[src/rtl/spi_ram_master_if.sv]
// -----------------------------------------------------------------------------
// spi_ram_master_if
// Host command bus plus SPI serial pins of the SPI/RAM host-side sequencer.
//   cmd_valid/cmd_ready/cmd_wr/cmd_addr/cmd_wdata : parallel host command
//   done/rd_data/busy                              : completion and read result
//   SS_n/MOSI/MISO                                 : SPI pins toward the slave
// Modports:
//   master : the sequencer itself (drives SS_n/MOSI and the status outputs)
//   slave  : the environment around it (host plus SPI slave driving MISO)
// -----------------------------------------------------------------------------
interface spi_ram_master_if #(
  parameter int ADDR_SIZE = 8
);
  logic                 cmd_valid;
  logic                 cmd_ready;
  logic                 cmd_wr;
  logic [ADDR_SIZE-1:0] cmd_addr;
  logic [7:0]           cmd_wdata;
  logic                 done;
  logic [7:0]           rd_data;
  logic                 busy;
  logic                 SS_n;
  logic                 MOSI;
  logic                 MISO;

  modport master (
    input  cmd_valid, cmd_wr, cmd_addr, cmd_wdata, MISO,
    output cmd_ready, done, rd_data, busy, SS_n, MOSI
  );

  modport slave (
    output cmd_valid, cmd_wr, cmd_addr, cmd_wdata, MISO,
    input  cmd_ready, done, rd_data, busy, SS_n, MOSI
  );
endinterface

[src/rtl/spi_ram_master.sv]
// -----------------------------------------------------------------------------
// spi_ram_master
// Turns one host command (write byte / read byte) into two 10-bit SPI frames,
// {cmd[1:0], payload[7:0]}, sent MSB first: an address frame then a data frame.
// A read data frame is followed by RD_WAIT idle clocks and 8 MISO samples.
// Ports:
//   clk  : system clock, rising edge
//   rst  : asynchronous active-high reset
//   bus  : spi_ram_master_if.master (host command bus + SPI pins)
// Parameters:
//   ADDR_SIZE  : host address width (<= 8), zero-extended into the payload
//   RD_WAIT    : clocks between last MOSI bit of a read frame and first sample
//   GAP_CYCLES : clocks SS_n stays high between frames and after the last one
// -----------------------------------------------------------------------------
module spi_ram_master #(
  parameter int ADDR_SIZE  = 8,
  parameter int RD_WAIT    = 2,
  parameter int GAP_CYCLES = 2
) (
  input  logic              clk,
  input  logic              rst,
  spi_ram_master_if.master  bus
);

  // One phase counter serves every timed state, so size it for the longest.
  localparam int CNT_MAX = (RD_WAIT > 10)
                         ? ((GAP_CYCLES > RD_WAIT) ? GAP_CYCLES : RD_WAIT)
                         : ((GAP_CYCLES > 10) ? GAP_CYCLES : 10);
  localparam int CNT_W = $clog2(CNT_MAX);

  localparam logic [CNT_W-1:0] SHIFT_LAST = CNT_W'(9);
  localparam logic [CNT_W-1:0] WAIT_LAST  = CNT_W'(RD_WAIT - 1);
  localparam logic [CNT_W-1:0] CAP_LAST   = CNT_W'(7);
  localparam logic [CNT_W-1:0] GAP_LAST   = CNT_W'(GAP_CYCLES - 1);

  typedef enum logic [2:0] {
    ST_IDLE,
    ST_START,
    ST_SHIFT,
    ST_WAIT,
    ST_CAPTURE,
    ST_GAP
  } state_t;

  state_t               state, state_n;
  logic [CNT_W-1:0]     cnt;
  logic                 frame_b;      // 0: address frame, 1: data frame
  logic                 wr_q;
  logic [ADDR_SIZE-1:0] addr_q;
  logic [7:0]           wdata_q;
  logic [7:0]           shift_in;
  logic [7:0]           rd_q;

  logic [1:0]           frame_cmd;
  logic [7:0]           frame_payload;
  logic [9:0]           frame;
  logic [3:0]           bit_idx;
  logic                 ss_n_c, mosi_c, done_c;

  // Command codes: write A=00, write B=01, read A=10, read B=11.
  assign frame_cmd     = {~wr_q, frame_b};
  assign frame_payload = frame_b ? (wr_q ? wdata_q : 8'h00) : 8'(addr_q);
  assign frame         = {frame_cmd, frame_payload};
  assign bit_idx       = 4'd9 - cnt[3:0];

  // NOTE: every output of the combinational block gets a default first, so no path leaves a value unassigned and no latch is inferred.
  always_comb begin
    state_n = state;
    ss_n_c  = 1'b1;
    mosi_c  = 1'b0;
    done_c  = 1'b0;
    case (state)
      ST_IDLE: begin
        if (bus.cmd_valid) state_n = ST_START;
      end
      ST_START: begin
        ss_n_c  = 1'b0;
        mosi_c  = frame[9];
        state_n = ST_SHIFT;
      end
      ST_SHIFT: begin
        ss_n_c = 1'b0;
        mosi_c = frame[bit_idx];
        if (cnt == SHIFT_LAST) state_n = (frame_b && !wr_q) ? ST_WAIT : ST_GAP;
      end
      ST_WAIT: begin
        ss_n_c = 1'b0;
        if (cnt == WAIT_LAST) state_n = ST_CAPTURE;
      end
      ST_CAPTURE: begin
        ss_n_c = 1'b0;
        if (cnt == CAP_LAST) state_n = ST_GAP;
      end
      ST_GAP: begin
        done_c = frame_b && (cnt == '0);
        if (cnt == GAP_LAST) state_n = frame_b ? ST_IDLE : ST_START;
      end
      default: state_n = ST_IDLE;
    endcase
  end

  // NOTE: non-blocking assignments for all registers, so each one samples the values from before the edge regardless of statement order.
  always_ff @(posedge clk or posedge rst) begin
    if (rst) begin
      state    <= ST_IDLE;
      cnt      <= '0;
      frame_b  <= 1'b0;
      wr_q     <= 1'b0;
      addr_q   <= '0;
      wdata_q  <= 8'h00;
      shift_in <= 8'h00;
      rd_q     <= 8'h00;
    end else begin
      state <= state_n;
      // Counter restarts on every state change and counts cycles within a state.
      cnt   <= (state_n != state) ? '0 : cnt + 1'b1;

      if (state == ST_IDLE && bus.cmd_valid) begin
        wr_q    <= bus.cmd_wr;
        addr_q  <= bus.cmd_addr;
        wdata_q <= bus.cmd_wdata;
        frame_b <= 1'b0;
      end
      if (state == ST_GAP && state_n == ST_START) frame_b <= 1'b1;

      if (state == ST_CAPTURE) begin
        shift_in <= {shift_in[6:0], bus.MISO};
        // Publish on the final sample so rd_data is valid alongside done.
        if (state_n == ST_GAP) rd_q <= {shift_in[6:0], bus.MISO};
      end
    end
  end

  assign bus.cmd_ready = (state == ST_IDLE);
  assign bus.busy      = (state != ST_IDLE);
  assign bus.SS_n      = ss_n_c;
  assign bus.MOSI      = mosi_c;
  assign bus.done      = done_c;
  assign bus.rd_data   = rd_q;

endmodule

[src/flat_wrapper.sv]
// flat-port wrapper written by rule: the top's interface ports become plain ports
module spi_ram_master_flat 
#(
  parameter int ADDR_SIZE  = 8,
  parameter int RD_WAIT    = 2,
  parameter int GAP_CYCLES = 2
)
  (clk, rst, bus_cmd_valid, bus_cmd_wr, bus_cmd_addr, bus_cmd_wdata, bus_MISO, bus_cmd_ready, bus_done, bus_rd_data, bus_busy, bus_SS_n, bus_MOSI);
  spi_ram_master_if #(.ADDR_SIZE(ADDR_SIZE)) bus_i ();
  input  logic clk;
  input  logic rst;
  input wire logic [$bits(bus_i.cmd_valid)-1:0] bus_cmd_valid;
  input wire logic [$bits(bus_i.cmd_wr)-1:0] bus_cmd_wr;
  input wire logic [$bits(bus_i.cmd_addr)-1:0] bus_cmd_addr;
  input wire logic [$bits(bus_i.cmd_wdata)-1:0] bus_cmd_wdata;
  input wire logic [$bits(bus_i.MISO)-1:0] bus_MISO;
  output wire logic [$bits(bus_i.cmd_ready)-1:0] bus_cmd_ready;
  output wire logic [$bits(bus_i.done)-1:0] bus_done;
  output wire logic [$bits(bus_i.rd_data)-1:0] bus_rd_data;
  output wire logic [$bits(bus_i.busy)-1:0] bus_busy;
  output wire logic [$bits(bus_i.SS_n)-1:0] bus_SS_n;
  output wire logic [$bits(bus_i.MOSI)-1:0] bus_MOSI;
  assign bus_i.cmd_valid = bus_cmd_valid;
  assign bus_i.cmd_wr = bus_cmd_wr;
  assign bus_i.cmd_addr = bus_cmd_addr;
  assign bus_i.cmd_wdata = bus_cmd_wdata;
  assign bus_i.MISO = bus_MISO;
  assign bus_cmd_ready = bus_i.cmd_ready;
  assign bus_done = bus_i.done;
  assign bus_rd_data = bus_i.rd_data;
  assign bus_busy = bus_i.busy;
  assign bus_SS_n = bus_i.SS_n;
  assign bus_MOSI = bus_i.MOSI;
  spi_ram_master #(.ADDR_SIZE(ADDR_SIZE), .RD_WAIT(RD_WAIT), .GAP_CYCLES(GAP_CYCLES)) u_core (.clk(clk), .rst(rst), .bus(bus_i));
endmodule
[config.mk]
export PLATFORM = sky130hd
export DESIGN_NAME = spi_ram_master_flat
export DESIGN_NICKNAME = d
export VERILOG_FILES = /design/src/rtl/spi_ram_master_if.sv /design/src/rtl/spi_ram_master.sv /design/src/flat_wrapper.sv
export SDC_FILE = /design/constraint.sdc
export NUM_CORES = 1
export LEC_CHECK = 0
export ABC_AREA = 1
export CAP_MARGIN = 40
export CORE_MARGIN = 1
export CORE_UTILIZATION = 40
export CTS_BUF_LIST = sky130_fd_sc_hd__clkbuf_8
export DETAILED_ROUTE_END_ITERATION = 12
export HOLD_SLACK_MARGIN = 0.05
export PLACE_DENSITY_LB_ADDON = 0.1
export SETUP_SLACK_MARGIN = 0.1
export SLEW_MARGIN = 20
export SYNTH_ARGS = -nofsm -noshare
export SYNTH_HDL_FRONTEND = slang
export SYNTH_SLANG_ARGS = --single-unit
[constraint.sdc]
create_clock -name clk -period 1.7 [get_ports clk]
set_clock_uncertainty 0.15 [all_clocks]
set_input_delay 0.34 -clock clk [delete_from_list [all_inputs] [get_ports clk]]
set_output_delay 0.34 -clock clk [all_outputs]
set_load 0.1 [all_outputs]
# --- Yosys cells after proc, flatten, opt, wreduce, memory -nomap -nowiden ---
# Cells that the tools add are included.
totals:
  out_inout_bits: 13
  register_bits: 40
classes:
  reduce_logical: 11
  n_mux: 18
  eq_ne: 11
  bitwise_logic: 1
  add_sub_neg: 2
  n_lt_le_gt_ge: 1
ops:
  columns: ["op", "count"]
  rows:
  - ["$mux W3", 6]
  - ["$pmux W3 S6", 1]
  - ["$mux W8", 2]
  - ["$eq A3 B3 Y1 const B", 3]
  - ["$eq A3 B1 Y1 const B", 2]
  - ["$eq A3 B2 Y1 const B", 2]
  - ["$mux W1", 6]
  - ["$lt A4 B5 Y1 const B", 1]
  - ["$add A4 B1 Y4 const B", 1]
  - ["$bmux W1 S4", 1]
  - ["$eq A4 B1 Y1 const B", 1]
  - ["$eq A4 B3 Y1 const B", 1]
  - ["$eq A4 B4 Y1 const B", 1]
  - ["$logic_and A1 B1 Y1", 4]
  - ["$logic_not A4 Y1", 1]
  - ["$mux W4", 1]
  - ["$reduce_or A4 Y1", 1]
  - ["$sub A4 B4 Y4 const A", 1]
  - ["$logic_not A3 Y1", 1]
  - ["$ne A3 B3 Y1", 1]
  - ["$reduce_bool A3 Y1", 1]
  - ["$pmux W1 S2", 1]
  - ["$reduce_and A2 Y1", 1]
  - ["$reduce_bool A2 Y1", 1]
  - ["other kinds (2)", 2]

# --- Longest topological paths before layout ---
logic_depth:
  ltp_word: 8
  ltp_mapped: 13
  ltp_nobuf: 12

# --- Worst setup path after synthesis ---
# OpenSTA, ideal clock, no wires.
synth_timing:
  path_kind: "register -> output"
  startpoint: "reg u_core.cnt[0]"
  endpoint: "out bus_done"
  arrival_time_ns: 2.915
  path_slack_ns: -1.705
  t_required_ns: 1.210
  stages_incl_launch_ff: 6
  path_buffers: 1
  cell_sequence: "dfrtp_1 -> buf_4 -> inv_1 -> ha_1 -> nand3_1 -> nor3_1"
synth_via:
  elab_chain_len: 3
synth_lines:
  columns: ["item", "line_no", "text"]
  rows:
  - ["start: declaration", "spi_ram_master.sv:46", "logic [CNT_W-1:0] cnt;"]
  - ["start signal: assignment", "spi_ram_master.sv:116", "cnt <= (state_n != state) ? '0 : cnt + 1'b1;"]
  - ["$logic_not A4 Y1", "spi_ram_master.sv:95", "done_c = frame_b && (cnt == '0);"]
  - ["$logic_and A1 B1 Y1", "spi_ram_master.sv:95", null]
  - ["$mux W1", "spi_ram_master.sv:72", "case (state)"]
  - ["end: declaration", "flat_wrapper.sv:18", "output wire logic [$bits(bus_i.done)-1:0] bus_done;"]
# Every way passes these cells.

# --- Worst setup path in the final report ---
layout_timing:
  startpoint: "reg u_core.cnt[1]"
  endpoint: "out bus_MOSI"
layout_via:
  elab_chain_len: 4
layout_lines:
  columns: ["item", "line_no", "text"]
  rows:
  - ["$sub A4 B4 Y4", "spi_ram_master.sv:64", "assign bit_idx = 4'd9 - cnt[3:0];"]
  - ["$bmux W1 S4", "spi_ram_master.sv:83", "mosi_c = frame[bit_idx];"]
  - ["$mux W1 (implied by the code)", "spi_ram_master.sv:83", null]
  - ["$pmux W1 S2", "spi_ram_master.sv:72", null]
  - ["end: declaration", "flat_wrapper.sv:22", "output wire logic [$bits(bus_i.MOSI)-1:0] bus_MOSI;"]
# Every way passes these cells. The select of a mux whose other input is x is not followed.

==> results.json <==
{
  "ys_warn_count": 0,
  "grt_use_total": 0.189,
  "criticalPathCategory": "reg -> out",
  "placed_cell_area_um2": 2950,
  "p_switching_uw": 2450,
  "swShare": 0.431,
  "fmax_mhz": 456,
  "start_util": 0.430,
  "numClockSinks": 40,
  "setup_ws_ns": -0.491,
  "dr_total_vias": 1864,
  "synthesis.area_um2": 2100,
  "postSynthCellCount": 260,
  "numPortBuffers": 33,
  "cp_max_fo": 2,
  "p_seq_frac": 0.257,
  "p_int_uw": 3230,
  "rows": 25,
  "rsz0062_at_grt": "yes",
  "ys_seq_elements": 40,
  "slew_headroom": 0.831,
  "post_drt_wl_per_cell_um": 12.7,
  "synthToLayoutAreaGrowth_pct": 61.2,
  "period_share": 1.29,
  "place_hpwl_um": 3310,
  "cts_htree_levels": 2,
  "first_global_vias": 1726,
  "p_total_uw": 5680,
  "routabilityCongestion": 0.860,
  "fin_crit_ns": 2.19,
  "design_area_um2": 3380,
  "nNetsFinal": 358,
  "ant_nets": 0,
  "die_h_um": 74.4,
  "violations": "negative setup slack",
  "cts_buffers": 5,
  "p_clk_frac": 0.140,
  "dp_slack_ns": -0.254,
  "die_x_um": 74.4,
  "clk_latency_ns": 0.30,
  "hold_class": "in -> async",
  "grt_max_degree": 41,
  "ys_types": 30,
  "fin_cells": 400,
  "via_per_inst": 4.66,
  "worst_slew_pin_slew_ns": 0.253,
  "clockRootBuffer": "clkbuf_8",
  "p_per_area_nw_per_um2": 1680,
  "wirelength_um": 5070,
  "cp-end-kind": "primary output",
  "grt_antenna_before_repair": 0,
  "grt_overflow": 0,
  "setup_violations": 17,
  "cts_buffer_depth": 2,
  "clk_pin_slew_worst_paths_ns": 0.09,
  "ios": 34,
  "required_ns": 1.21,
  "dieArea_um2": 5540,
  "hold_viol": 0,
  "layout-drive-gt1-share": 0.420,
  "slew_viol_final": 0,
  "drcViolationCount": 0,
  "p_leak_uw": 0.00161,
  "cp.arrival_ns": 1.70,
  "diodes": 0,
  "syn_nets": 286,
  "p_comb_frac": 0.603,
  "peakVddDrop_mv": 2.02,
  "drt_pass1_iterations": 4,
  "drt_iter0_drc": 63,
  "startpoint_type": "flop",
  "coreArea_um2": 4880,
  "syn_avg_cell_area_um2": 8.07,
  "status": "finished, violations left",
  "grt_pass1_wl_um": 7760,
  "dp.cells": 383,
  "cts_tree": "done",
  "cap_viol_max_count": 0,
  "synth_seq_area_share": 0.477
}
cell type report:
class / instances / area, um2
Clock inverter: 3 / 47.5
Timing Repair Buffer: 75 / 878
Fill cell: 402 / 1500
Tap cell: 67 / 83.8
Inverter: 34 / 135
Clock buffer: 5 / 68.8
Multi-Input combinational cell: 176 / 1160
Sequential cell: 40 / 1000
state kept, by name, summed over array words and instances, names as in the netlist:
| register | flops |
|---|---|
| u_core.addr_q | 8 |
| u_core.bus.rd_data | 8 |
| u_core.wdata_q | 8 |
| u_core.shift_in | 7 |
| u_core.cnt | 4 |
| u_core.state | 3 |
| u_core.frame_b | 1 |
| u_core.wr_q | 1 |
worst max-delay path: stages (launching register included):
cell	delay [ns]
dfrtp_1	0.39
inv_2	0.08
ha_4	0.20
a21oi_2	0.09
o211ai_1	0.10
a21oi_1	0.18
nand2_2	0.12
nand2_8	0.07
buf_12	0.16
layer usage:
layer  global-route usage  up-vias  routed length [um]
met4               0.0629        0                  47
li1                     -      946                   -
met2                0.315       35                2530
met3               0.0407        5                 159
met5                    0        -                   0
met1                0.243      878                2330
synth_stat cells:
library cell  number  area share
nand2_1           88        0.16
dfrtp_1           40        0.48
inv_1             31       0.055
nor2_1            21       0.038
a21oi_1           11       0.026
mux2_2             8       0.043
o21ai_0            8       0.019
o21ai_1            8       0.019
buf_2              6       0.014
ha_1               5       0.030
nor2_2             4       0.012
inv_2              3      0.0054
nand3_1            3      0.0072
buf_4              2      0.0072
nand2_2            2      0.0060
nand4_1            2      0.0060
nor2_4             2       0.011
nor3_1             2      0.0048
o211ai_1           2      0.0072
xor2_1             2      0.0084
a21oi_2            1      0.0042
a31oi_1            1      0.0030
buf_6              1      0.0054
clkbuf_1           1      0.0018
mux2_1             1      0.0054
nand2_4            1      0.0054
nand3_2            1      0.0048
nand3_4            1      0.0084
nand3b_1           1      0.0036
xnor2_1            1      0.0042
stage by stage:
stage	hold slack [ns]	TNS (ns)	utilization
after floorplan	0.303	-4.58	-
after global placement	0.312	-1.32	0.605
after detailed placement	0.329	-1.30	0.605
after CTS	0.257	-1.54	0.638
after global routing	0.306	-3.65	0.693
final	0.256	-2.05	0.693
layout by cell type (no fill, tap or decap), drive strengths merged, types with 2 or more instances in the layout:
cell type / instances
dfrtp: 40
clkbuf: 7
nand3: 5
nor2: 27
clkdlybuf4s50: 20
nor3: 2
xor2: 2
buf: 53
ha: 5
mux2: 9
o21ai: 16
o211ai: 2
inv: 34
clkinv: 2
nand4: 2
nand2: 91
a21oi: 12
final timing paths:
kind / from / endpoint / slack [ns] / cells past startpoint
setup reg to reg: u_core.cnt[0]$_DFF_PP0_ / u_core.cnt[1]$_DFF_PP0_ / -0.08 / 9
setup / recovery: u_core.cnt[1]$_DFF_PP0_ / bus_MOSI / -0.49 / 8
hold reg to reg: u_core.shift_in[2]$_DFFE_PP0N_ / u_core.shift_in[3]$_DFFE_PP0N_ / 0.34 / 2
hold / removal: rst / u_core.cnt[0]$_DFF_PP0_ / 0.26 / 3
min in group clk: u_core.shift_in[2]$_DFFE_PP0N_ / u_core.shift_in[3]$_DFFE_PP0N_ / 0.34 / 2
max in group asynchronous: rst / u_core.wr_q$_DFFE_PP0P_ / 0.93 / 3
power by group through the flow:
stage / Clock (uW) / Sequential [uW] / Combinational (uW)
after detailed placement: 0 / 1460 / 2960
final: 796 / 1460 / 3420
after floorplan: 0 / 1390 / 2050
after global routing: 848 / 1490 / 3700
after global placement: 0 / 1450 / 2940
after CTS: 814 / 1450 / 3080
logic make-up after synthesis:
| kind of cell | after synthesis | share of synthesized area |
|---|---|---|
| flops | 40 | 0.477 |
| fa+ha+maj | 5 | 0.0298 |
| mux | 9 | 0.0483 |
| compound gates | 31 | 0.0788 |
| xor+xnor | 3 | 0.0125 |
| buf+inv | 44 | 0.0895 |
| simple gates | 128 | 0.264 |
what timing repair did:
action	in CTS	in global routing
hold buffers	0	0
gates resized for setup	11	52
setup buffers	3	3
gates cloned	0	3
setup endpoints to repair	29	38
pin swaps	9	6
Power figures use the tool's default switching activity.
